--- config.mk ---
export PLATFORM = sky130hd
export DESIGN_NAME = conversor_display
export DESIGN_NICKNAME = d
export VERILOG_FILES = /design/src/rtl/calc_pkg.sv /design/src/rtl/decodificador_7seg.sv /design/src/rtl/conversor_display.sv
export SDC_FILE = /design/constraint.sdc
export NUM_CORES = 1
export LEC_CHECK = 0
export BUFFER_PORTS_ARGS = -buffer_cell sky130_fd_sc_hd__clkbuf_2
export CAP_MARGIN = 20
export CORE_UTILIZATION = 62
export DETAILED_ROUTE_END_ITERATION = 8
export GPL_TIMING_DRIVEN = 0
export PLACE_DENSITY = 0.84
export SETUP_SLACK_MARGIN = 0.4
export SLEW_MARGIN = 40
export SYNTH_ARGS = -nofsm -noshare
export SYNTH_HDL_FRONTEND = slang
export SYNTH_SLANG_ARGS = --single-unit
--- constraint.sdc ---
create_clock -name clk -period 3.25 [get_ports clk]
set_input_delay 0.1625 -clock clk [delete_from_list [all_inputs] [get_ports clk]]
set_output_delay 0.1625 -clock clk [all_outputs]
set_load 0.01 [all_outputs]
--- src/rtl/calc_pkg.sv ---
// ---------------------------------------------------------------------------
// calc_pkg
// Shared definitions for the calculator display stage:
//   - estado_t     : conversion FSM states (OCIOSO, CONVERTE)
//   - N_ITER       : number of double-dabble iterations for an 8-bit value
//   - SEG_*        : active-low 7-segment patterns {g,f,e,d,c,b,a}
//   - AN_*         : active-low one-hot anode enables
//   - ajusta_bcd() : the "add 3 when >= 5" correction applied to one BCD nibble
// ---------------------------------------------------------------------------
package calc_pkg;

  typedef enum logic {
    OCIOSO   = 1'b0,
    CONVERTE = 1'b1
  } estado_t;

  localparam int N_ITER = 8;

  localparam logic [6:0] SEG_0     = 7'b1000000;
  localparam logic [6:0] SEG_1     = 7'b1111001;
  localparam logic [6:0] SEG_2     = 7'b0100100;
  localparam logic [6:0] SEG_3     = 7'b0110000;
  localparam logic [6:0] SEG_4     = 7'b0011001;
  localparam logic [6:0] SEG_5     = 7'b0010010;
  localparam logic [6:0] SEG_6     = 7'b0000010;
  localparam logic [6:0] SEG_7     = 7'b1111000;
  localparam logic [6:0] SEG_8     = 7'b0000000;
  localparam logic [6:0] SEG_9     = 7'b0010000;
  localparam logic [6:0] SEG_BLANK = 7'b1111111;

  localparam logic [2:0] AN_UNIDADE = 3'b110;
  localparam logic [2:0] AN_DEZENA  = 3'b101;
  localparam logic [2:0] AN_CENTENA = 3'b011;

  // A nibble that is 5 or more would overflow past 9 once doubled by the
  // following shift, so it is pre-corrected by adding 3.
  function automatic logic [3:0] ajusta_bcd(input logic [3:0] nibble);
    if (nibble >= 4'd5) begin
      return nibble + 4'd3;
    end
    return nibble;
  endfunction

endpackage

--- src/rtl/decodificador_7seg.sv ---
// ---------------------------------------------------------------------------
// decodificador_7seg
// Combinational BCD to 7-segment decoder for a common-anode display.
// Ports:
//   i_bcd        in  4  BCD digit to show (10..15 are shown blank)
//   i_apagar     in  1  force the digit blank (leading-zero suppression)
//   o_segmentos  out 7  {g,f,e,d,c,b,a}, active-low
// ---------------------------------------------------------------------------
module decodificador_7seg
  import calc_pkg::*;
(
  input  logic [3:0] i_bcd,
  input  logic       i_apagar,
  output logic [6:0] o_segmentos
);

  // Blank is the default so that both the suppression request and any
  // non-decimal nibble leave every segment dark.
  always_comb begin
    o_segmentos = SEG_BLANK;
    if (!i_apagar) begin
      case (i_bcd)
        4'd0:    o_segmentos = SEG_0;
        4'd1:    o_segmentos = SEG_1;
        4'd2:    o_segmentos = SEG_2;
        4'd3:    o_segmentos = SEG_3;
        4'd4:    o_segmentos = SEG_4;
        4'd5:    o_segmentos = SEG_5;
        4'd6:    o_segmentos = SEG_6;
        4'd7:    o_segmentos = SEG_7;
        4'd8:    o_segmentos = SEG_8;
        4'd9:    o_segmentos = SEG_9;
        default: o_segmentos = SEG_BLANK;
      endcase
    end
  end

endmodule

--- src/rtl/conversor_display.sv ---
// ---------------------------------------------------------------------------
// conversor_display
// Captures the 8-bit calculator result, converts it to three BCD digits with
// a sequential shift-and-add-3 engine, and scans a 3-digit common-anode
// 7-segment display with leading-zero blanking. Conversion and scanning run
// independently; the display keeps the last finished result.
// Parameters:
//   DIV_REFRESH  clock cycles each digit stays lit (>= 1)
// Ports:
//   clk        in  1  system clock, rising edge
//   rst_n      in  1  synchronous active-low reset
//   valor      in  8  unsigned value to convert
//   carregar   in  1  capture request, honoured only while idle
//   ocupado    out 1  conversion in progress
//   pronto     out 1  one-cycle pulse when new digits are valid
//   centena    out 4  hundreds BCD digit
//   dezena     out 4  tens BCD digit
//   unidade    out 4  units BCD digit
//   anodos     out 3  active-low one-hot digit enables (bit 0 = units)
//   segmentos  out 7  {g,f,e,d,c,b,a}, active-low
// ---------------------------------------------------------------------------
module conversor_display
  import calc_pkg::*;
#(
  parameter int DIV_REFRESH = 1000
) (
  input  logic       clk,
  input  logic       rst_n,
  input  logic [7:0] valor,
  input  logic       carregar,
  output logic       ocupado,
  output logic       pronto,
  output logic [3:0] centena,
  output logic [3:0] dezena,
  output logic [3:0] unidade,
  output logic [2:0] anodos,
  output logic [6:0] segmentos
);

  localparam int             CNT_W     = (DIV_REFRESH > 1) ? $clog2(DIV_REFRESH) : 1;
  localparam logic [CNT_W-1:0] CNT_MAX = CNT_W'(DIV_REFRESH - 1);
  localparam logic [2:0]     ITER_LAST = 3'(N_ITER - 1);

  estado_t          r_estado;
  logic [19:0]      r_shift;
  logic [2:0]       r_iter;
  logic [CNT_W-1:0] r_cnt;
  logic [1:0]       r_idx;

  logic [19:0]      w_ajustado;
  logic [19:0]      w_deslocado;
  logic [3:0]       w_digito;
  logic             w_apagar;
  logic [2:0]       w_anodo;
  logic [6:0]       w_segmentos;

  // One double-dabble step: correct the three BCD nibbles, then shift the
  // whole register left. The binary part is untouched by the correction.
  always_comb begin
    w_ajustado  = {ajusta_bcd(r_shift[19:16]),
                   ajusta_bcd(r_shift[15:12]),
                   ajusta_bcd(r_shift[11:8]),
                   r_shift[7:0]};
    w_deslocado = w_ajustado << 1;
  end

  // Conversion FSM. The digit registers are written from the result of the
  // final step directly, so they become valid on the same edge that ends the
  // conversion and raises pronto. A request while converting is dropped.
  always_ff @(posedge clk) begin
    if (!rst_n) begin
      r_estado <= OCIOSO;
      r_shift  <= '0;
      r_iter   <= '0;
      ocupado  <= 1'b0;
      pronto   <= 1'b0;
      centena  <= '0;
      dezena   <= '0;
      unidade  <= '0;
    end else begin
      pronto <= 1'b0;
      case (r_estado)
        OCIOSO: begin
          if (carregar) begin
            r_shift  <= {12'b0, valor};
            r_iter   <= '0;
            ocupado  <= 1'b1;
            r_estado <= CONVERTE;
          end
        end
        CONVERTE: begin
          r_shift <= w_deslocado;
          r_iter  <= r_iter + 3'd1;
          if (r_iter == ITER_LAST) begin
            centena  <= w_deslocado[19:16];
            dezena   <= w_deslocado[15:12];
            unidade  <= w_deslocado[11:8];
            pronto   <= 1'b1;
            ocupado  <= 1'b0;
            r_estado <= OCIOSO;
          end
        end
        default: begin
          r_estado <= OCIOSO;
          ocupado  <= 1'b0;
        end
      endcase
    end
  end

  // Refresh timer and scan index. The index walks units, tens, hundreds and
  // is never disturbed by a finished conversion.
  always_ff @(posedge clk) begin
    if (!rst_n) begin
      r_cnt <= '0;
      r_idx <= 2'd0;
    end else if (r_cnt == CNT_MAX) begin
      r_cnt <= '0;
      r_idx <= (r_idx == 2'd2) ? 2'd0 : r_idx + 2'd1;
    end else begin
      r_cnt <= r_cnt + CNT_W'(1);
    end
  end

  // Digit mux with leading-zero suppression: hundreds hide when zero, tens
  // hide only when hundreds are also zero, units always show.
  always_comb begin
    w_digito = unidade;
    w_apagar = 1'b0;
    w_anodo  = AN_UNIDADE;
    case (r_idx)
      2'd0: begin
        w_digito = unidade;
        w_apagar = 1'b0;
        w_anodo  = AN_UNIDADE;
      end
      2'd1: begin
        w_digito = dezena;
        w_apagar = (centena == 4'd0) && (dezena == 4'd0);
        w_anodo  = AN_DEZENA;
      end
      2'd2: begin
        w_digito = centena;
        w_apagar = (centena == 4'd0);
        w_anodo  = AN_CENTENA;
      end
      default: begin
        w_digito = unidade;
        w_apagar = 1'b0;
        w_anodo  = AN_UNIDADE;
      end
    endcase
  end

  decodificador_7seg u_decodificador (
    .i_bcd       (w_digito),
    .i_apagar    (w_apagar),
    .o_segmentos (w_segmentos)
  );

  // Anode and segment pins are registered together so a digit change never
  // shows the old pattern on the new anode.
  always_ff @(posedge clk) begin
    if (!rst_n) begin
      anodos    <= AN_UNIDADE;
      segmentos <= SEG_0;
    end else begin
      anodos    <= w_anodo;
      segmentos <= w_segmentos;
    end
  end

endmodule

==> metrics.md, run 1 <==
| Metric | Value |
|---|---|
| Status | complete, no violations |
| Req. time, crit path | 3.45 ns |
| Post-route setup TNS | 0 ns |
| Final period utilization | 70.4% |
| Ant. Diodes | 0 |
| Library cells used by synthesis | 39 |
| Worst Tran Pin Value | 0.585 ns |
| Buffers on Ports | 34 |
| Crit-path slowest cell | mux2i_2 |
| Max Cap Viol | 0 |
| RSZ-0062 raised after global routing | no |
| Row cnt | 24 |
| Seq/Total Area, Yosys | 41.8% |
| Vias post-DR | 2,335 |
| DP Cell Count | 398 |
| Via density | 5.64 |
| Routed WL per cell | 14.4 um |
| Final Hold Viols | 0 |
| Util after Layout | 75.0% |
| Synth Warn # | 0 |
| Layout area overhead | 15.2% |
| Minimum clock period | 2.29 ns |
| Synth Flop Type | dfxtp_1 |
| # DRC | 0 |
| Asr flop ratio synth | 0% |
| Setup ws final | 0.963 ns |
| EDFF count, synth | 0 |
| Initial Util | 65.1% |
| CORE AREA | 4410 sq um |
| Pre-antenna DRT Iters | 4 |
| Crit path cell chain | inv_1, ha_1, buf_2, mux2i_2, inv_1, ha_1, nor2_1, a22o_1, nand3_1 |
| Crit start category | register |
| Max frequency | 0.437 GHz |
| Total gr overflow | 0 |
| CTS tree | done |
| Clock root buffer | clkbuf_8 |
| Post-synthesis cell area | 2870 sq um |
| Num Clock Sinks | 60 |
| Post-place setup slack | 0.980 ns |
| Final setup viols | 0 |
| Non-Filler Instances | 414 |
| Clock buffer depth | 2 |
| P_leak | 1.36 nW |
| # resized after CTS | 0 |
| Vias in the first global route | 2,217 |
| H-tree depth | 3 |
| Die X | 70.1 um |
| Worst slew margin | 61.0% |
| Ratio of cells with drive above 1 in the final layout | 17.4% |
| Most frequent cells in the layout | dfxtp_1, clkbuf_2, nand2_1 |
| Dpl hpwl | 4430 um |
| Wire length on met2 | 2870 um |
| CP endpoint kind | register |
| Post-CTS setup buffer count | 0 |
| Worst-Skew Late Latency | 0.34 ns |
| Crit-path leading delay family | adder cells |
| Setup clock skew after layout | 0.00795 ns |
| Pin count of the biggest net entering global routing | 11 |
| Worst-path clk slew | 0.07 ns |
| Pwr per Cell Area | 456 nW/um^2 |
| Highest layer used for signal routing | met4 |
| Avg Inst Size Synth | 9.21 sq um |
| Met3 WL | 311 um |
| Worst IR Drop VDD | 397 uV |
| Post-route ant nets | 0 |
| Cells after Synth | 312 |
| Final Slew Violations | 0 |
| Hold/Removal Path Class | input port to register |
| TritonCTS Buffers | 9 |
| Critical path's largest stage delay | 0.44 ns |
| CTS Hold Bufs | 0 |
| First-pass GRT wire length | 10,300 um |
| Crit Path Max Fanout | 8 |
| Total wire length | 5960 um |
| Initial antenna violation count | 0 |
| Syn Nets | 341 |
| Placer Congestion | 0.874 |
| DRT met1 WL | 2640 um |
| Top Ports | 35 |
| Leading cell type in the layout, fill and taps excluded | dfxtp_1 |
| Buf/Inv on CP | 3 |
| Height of the die | 70.1 um |
| Seq cells post-synth | 60 |
| DRT iter0 DRCs | 121 |
| Final net count | 386 |
| GRT Util Overall | 27.0% |
| Die ar. | 4910 sq um |
| WS Path Type | register to register |
| Worst Path Arrival | 2.49 ns |
| Power, Total | 0.00151 W |
sequential cells by signal, indices dropped and copies added (netlist names):
register / flops
r_shift: 20
r_cnt: 10
segmentos: 7
centena: 4
dezena: 4
unidade: 4
anodos: 3
r_iter: 3
r_idx: 2
ocupado: 1
pronto: 1
r_estado: 1
per-stage QoR:
step           instance area [sq um]  hold slack (ns)
2_1_floorplan                   2870            0.383
3_3_place_gp                    3110            0.425
3_5_place_dp                    3110            0.434
5_1_grt                         3310            0.140
4_1_cts                         3310            0.129
6_report                        3310            0.135
logic make-up (layout without fill, tap and decap cells):
kind of cell / Yosys count / in the layout / share of synthesized area [%]
xor+xnor: 12 / 12 / 3.66
compound gates: 62 / 62 / 13.2
simple gates: 112 / 112 / 20.9
flops: 60 / 60 / 41.8
mux: 22 / 22 / 8.80
fa+ha+maj: 18 / 18 / 7.84
buf+inv: 26 / 76 / 3.79
cell type report:
type / instances / area (sq um)
inverter: 12 / 45.0
multi-input combinational: 226 / 1560
sequential: 60 / 1200
clock inverter: 4 / 47.5
clock buffer: 12 / 155
tap: 52 / 65.1
fill: 328 / 1100
timing repair buffer: 34 / 170
buffer: 14 / 63.8
metal layers:
metal	GRT usage, %	up-vias
met5	0	-
met4	9.56	0
met3	7.94	18
met2	45.2	67
met1	32.9	1091
li1	-	1159
final timing paths:
kind	start	end	slack, ns	cells past startpoint
worst max-delay path	r_idx[0]	segmentos[6]	0.96	9
worst min-delay path	valor[0]	r_shift[0]	0.13	3
worst max register to register	r_idx[0]	segmentos[6]	0.96	9
worst min register to register	r_cnt[0]	r_cnt[0]	0.45	1
where the power goes:
group          internal (W)  switching [W]   total, W  leakage, nW
logic             0.0000314      0.0000458  0.0000772        0.770
registers          0.000748     0.00000787   0.000756        0.486
clock network      0.000393       0.000284   0.000677        0.102
total               0.00117       0.000338    0.00151         1.36
cell usage after synthesis, types with 8 or more instances:
cell,number,area [sq um]
dfxtp_1,60,1200
xnor2_1,8,70.1
inv_1,12,45.0
nor2_1,12,45.0
clkbuf_1,8,30.0
nand2_1,30,113
mux2i_1,16,160
ha_1,18,225
nor3_1,8,40.0
and2_1,15,93.8
a21oi_1,17,85.1
o21ai_0,24,120
nor2b_1,14,87.6
nor3b_1,11,82.6
worst reg2reg max path: cells and delay by family, from the launching register on:
| family | cells | cell delay [ns] |
|---|---|---|
| AO/OA/AOI/OAI | 1 | 0.16 |
| adder cells (fa/ha/maj) | 2 | 0.47 |
| buffers and inverters | 3 | 0.46 |
| flip-flops | 1 | 0.39 |
| multiplexers | 1 | 0.44 |
| AND/OR/NAND/NOR | 2 | 0.23 |
Power figures use the tool's default switching activity.
==> run 2, diff against run 1 <==
--- a/config.mk
+++ b/config.mk
@@ -7,10 +7,10 @@
 export LEC_CHECK = 0
 export BUFFER_PORTS_ARGS = -buffer_cell sky130_fd_sc_hd__clkbuf_2
 export CAP_MARGIN = 20
-export CORE_UTILIZATION = 62
+export CORE_UTILIZATION = 52
 export DETAILED_ROUTE_END_ITERATION = 8
 export GPL_TIMING_DRIVEN = 0
-export PLACE_DENSITY = 0.84
+export PLACE_DENSITY = 0.75
 export SETUP_SLACK_MARGIN = 0.4
 export SLEW_MARGIN = 40
 export SYNTH_ARGS = -nofsm -noshare
==> constraint.sdc (replaced) <==
create_clock -name clk -period 1.95 [get_ports clk]
set_input_delay 0.0975 -clock clk [delete_from_list [all_inputs] [get_ports clk]]
set_output_delay 0.0975 -clock clk [all_outputs]
set_load 0.01 [all_outputs]
==> run 2 against run 1 <==
  * Global-route usage decreased by 3.2 points
  * Final cell count increased by 8.7%
  * Sequential share of layout area decreased by 3.9 points
  * Power increased by 57%
  * Maximum frequency increased by 22%
  * First-iteration DRC count decreased by 21%
  * Design area increased by 14%
  * Worst setup slack got worse by 0.89 ns
  * Routed wire length increased by 17%
  * Via count increased by 3.3%
  * Sequential cell count unchanged
  * Clock skew decreased by 0.0039 ns
==> metrics.md, run 2 (synthesized netlist as in run 1, its figures left out) <==
| Metric | Value |
|---|---|
| Clock buffer depth | 2 (unchanged) |
| Pre-antenna DRT Iters | 4 (unchanged) |
| DRT iter0 DRCs | 95 (was 121) |
| Critical path's largest stage delay | 0.38 ns (was 0.44 ns) |
| Final Slew Violations | 0 (unchanged) |
| Worst-path clk slew | 0.07 ns (about the same) |
| Worst Path Arrival | 2.11 ns (was 2.49 ns) |
| Buffers on Ports | 34 (unchanged) |
| Worst Tran Pin Value | 0.587 ns (was 0.585 ns) |
| CTS tree | done (unchanged) |
| Sequential cell area | 1220 sq um (was 1200 sq um) |
| Vias post-DR | 2,413 (was 2,335) |
| Routed WL per cell | 15.5 um (was 14.4 um) |
| Hold/Removal Path Class | input port to register (unchanged) |
| Pin count of the biggest net entering global routing | 11 (unchanged) |
| Total wire length | 6960 um (was 5960 um) |
| Max Cap Viol | 0 (unchanged) |
| Vias in the first global route | 2,340 (was 2,217) |
| Max reg flops | 20 (unchanged) |
| Final setup viols | 0 (unchanged) |
| First-pass GRT wire length | 10,900 um (was 10,300 um) |
| Crit-path slowest cell | dfxtp_4 (was mux2i_2) |
| Leading cell type in the layout, fill and taps excluded | dfxtp_1 (unchanged) |
| Die X | 76.3 um (was 70.1 um) |
| Final net count | 404 (was 386) |
| Status | complete, no violations (unchanged) |
| P_leak | 1.50 nW (was 1.36 nW) |
| Fillers | 385 (was 328) |
| Layout area overhead | 31.5% (was 15.2%) |
| # DRC | 0 (unchanged) |
| WS Path Type | register to register (unchanged) |
| Final Hold Viols | 0 (unchanged) |
| Ant. Diodes | 0 (unchanged) |
| Worst-Skew Late Latency | 0.34 ns (about the same) |
| TritonCTS Buffers | 9 (unchanged) |
| Worst slew margin | 60.9% (was 61.0%) |
| Crit Path Max Fanout | 8 (unchanged) |
| Worst IR Drop VDD | 554 uV (was 397 uV) |
| Row cnt | 26 (was 24) |
| Die ar. | 5830 sq um (was 4910 sq um) |
| Via density | 5.36 (was 5.64) |
| Max frequency | 0.532 GHz (was 0.437 GHz) |
| Util after Layout | 72.6% (was 75.0%) |
| H-tree depth | 3 (unchanged) |
| Top reg by flops | r_shift (unchanged) |
| Placer Congestion | 0.779 (was 0.874) |
| Final period utilization | 96.4% (was 70.4%) |
| Pwr per Cell Area | 627 nW/um^2 (was 456 nW/um^2) |
| Minimum clock period | 1.88 ns (was 2.29 ns) |
| Top Ports | 35 (unchanged) |
| Height of the die | 76.3 um (was 70.1 um) |
| Post-route ant nets | 0 (unchanged) |
| Most frequent cells in the layout | dfxtp_1, clkbuf_2, nand2_1 (unchanged) |
| Power, Total | 0.00237 W (was 0.00151 W) |
| Total gr overflow | 0 (unchanged) |
| Multi-input logic area | 1830 sq um (was 1560 sq um) |
| Dpl hpwl | 4370 um (was 4430 um) |
| Initial antenna violation count | 0 (unchanged) |
| Ratio of cells with drive above 1 in the final layout | 35.3% (was 17.4%) |
| Clock root buffer | clkbuf_8 (unchanged) |
| Crit start category | register (unchanged) |
| Setup clock skew after layout | 0.00408 ns (was 0.00795 ns) |
| Critical Path Most Common Cell | ha_4 |
| Crit path cell chain | inv_4, ha_4, buf_12, mux2i_4, inv_2, ha_4, nand2_2, a21oi_2, nor2b_1 (was inv_1, ha_1, buf_2, mux2i_2, inv_1, ha_1, nor2_1, a22o_1, nand3_1) |
| CP endpoint kind | register (unchanged) |
| Initial Util | 55.2% (was 65.1%) |
| GRT Util Overall | 23.8% (was 27.0%) |
| Num Clock Sinks | 60 (unchanged) |
| CORE AREA | 5200 sq um (was 4410 sq um) |
| CTS Hold Bufs | 0 (unchanged) |
| RSZ-0062 raised after global routing | yes (was no) |
| Req. time, crit path | 2.18 ns (was 3.45 ns) |
| Top flop regs | r_shift (20), r_cnt (10), segmentos (7) (unchanged) |
-- run 2: changes by cell type in the layout (fill, tap and decap cells not counted), moves of 5 or more --
cell / previous run / this run
buf_4: 0 / 16
ha_1: 18 / 4
dfxtp_1: 60 / 47
ha_4: 0 / 12
dfxtp_2: 0 / 11
inv_1: 12 / 2
a21oi_1: 17 / 12
inv_2: 0 / 5
inv_4: 0 / 5
-- run 2: per-stage QoR --
stage          std cells  setup TNS, ns  worst slack (ns)  hold WS [ns]  cell area (sq um)
4_1_cts              443              0             0.144        0.0512               3540
2_1_floorplan        312              0             0.186         0.318               2940
3_5_place_dp         416       -0.00448          -0.00448         0.413               3200
6_report             450              0            0.0693        0.0566               3780
3_3_place_gp         416              0            0.0489         0.413               3200
5_1_grt              450              0            0.0103        0.0726               3780
-- run 2: final timing paths --
| check | from | to | slack [ns] | cells past startpoint |
|---|---|---|---|---|
| worst max-delay path | r_idx[0] | segmentos[1] | 0.07 | 9 |
| worst max register to register | r_idx[0] | segmentos[1] | 0.07 | 9 |
| worst min register to register | ocupado | ocupado | 0.48 | 1 |
| worst min-delay path | valor[0] | r_shift[0] | 0.06 | 3 |
-- run 2: what timing repair did --
item,4_1_cts,5_1_grt
endpoints found under the setup margin,29,36
pin swaps,10,9
gates resized for setup,22,49
buffers inserted,11,7
-- run 2: layout make-up --
type | instances | area share [%]
Timing Repair Buffer | 52 | 8.61
Inverter | 12 | 1.52
Clock inverter | 5 | 0.729
Multi-Input combinational cell | 226 | 48.5
Sequential cell | 60 | 32.4
Tap cell | 70 | 2.32
Buffer | 14 | 2.19
Clock buffer | 11 | 3.74
-- run 2: report_power, final --
part | total (W) | internal [W] | switching [W]
clock network | 0.000968 | 0.000486 | 0.000482
logic | 0.000139 | 0.0000606 | 0.0000787
registers | 0.00126 | 0.00124 | 0.0000154
-- run 2: critical path: cells and delay by family (launching register included) --
| kind | cells | cell delay [ns] |
|---|---|---|
| buffers and inverters | 3 | 0.28 |
| AOI/OAI and AO/OA | 1 | 0.15 |
| muxes | 1 | 0.28 |
| DFF | 1 | 0.38 |
| adders and majority gates | 2 | 0.56 |
| and+or+nand+nor | 2 | 0.11 |
-- run 2: metal layers --
metal	GRT usage [%]	wire length (um)
met1	27.1	2870
met2	41.7	3610
met3	7.19	319
met4	8.85	154
met5	0	0
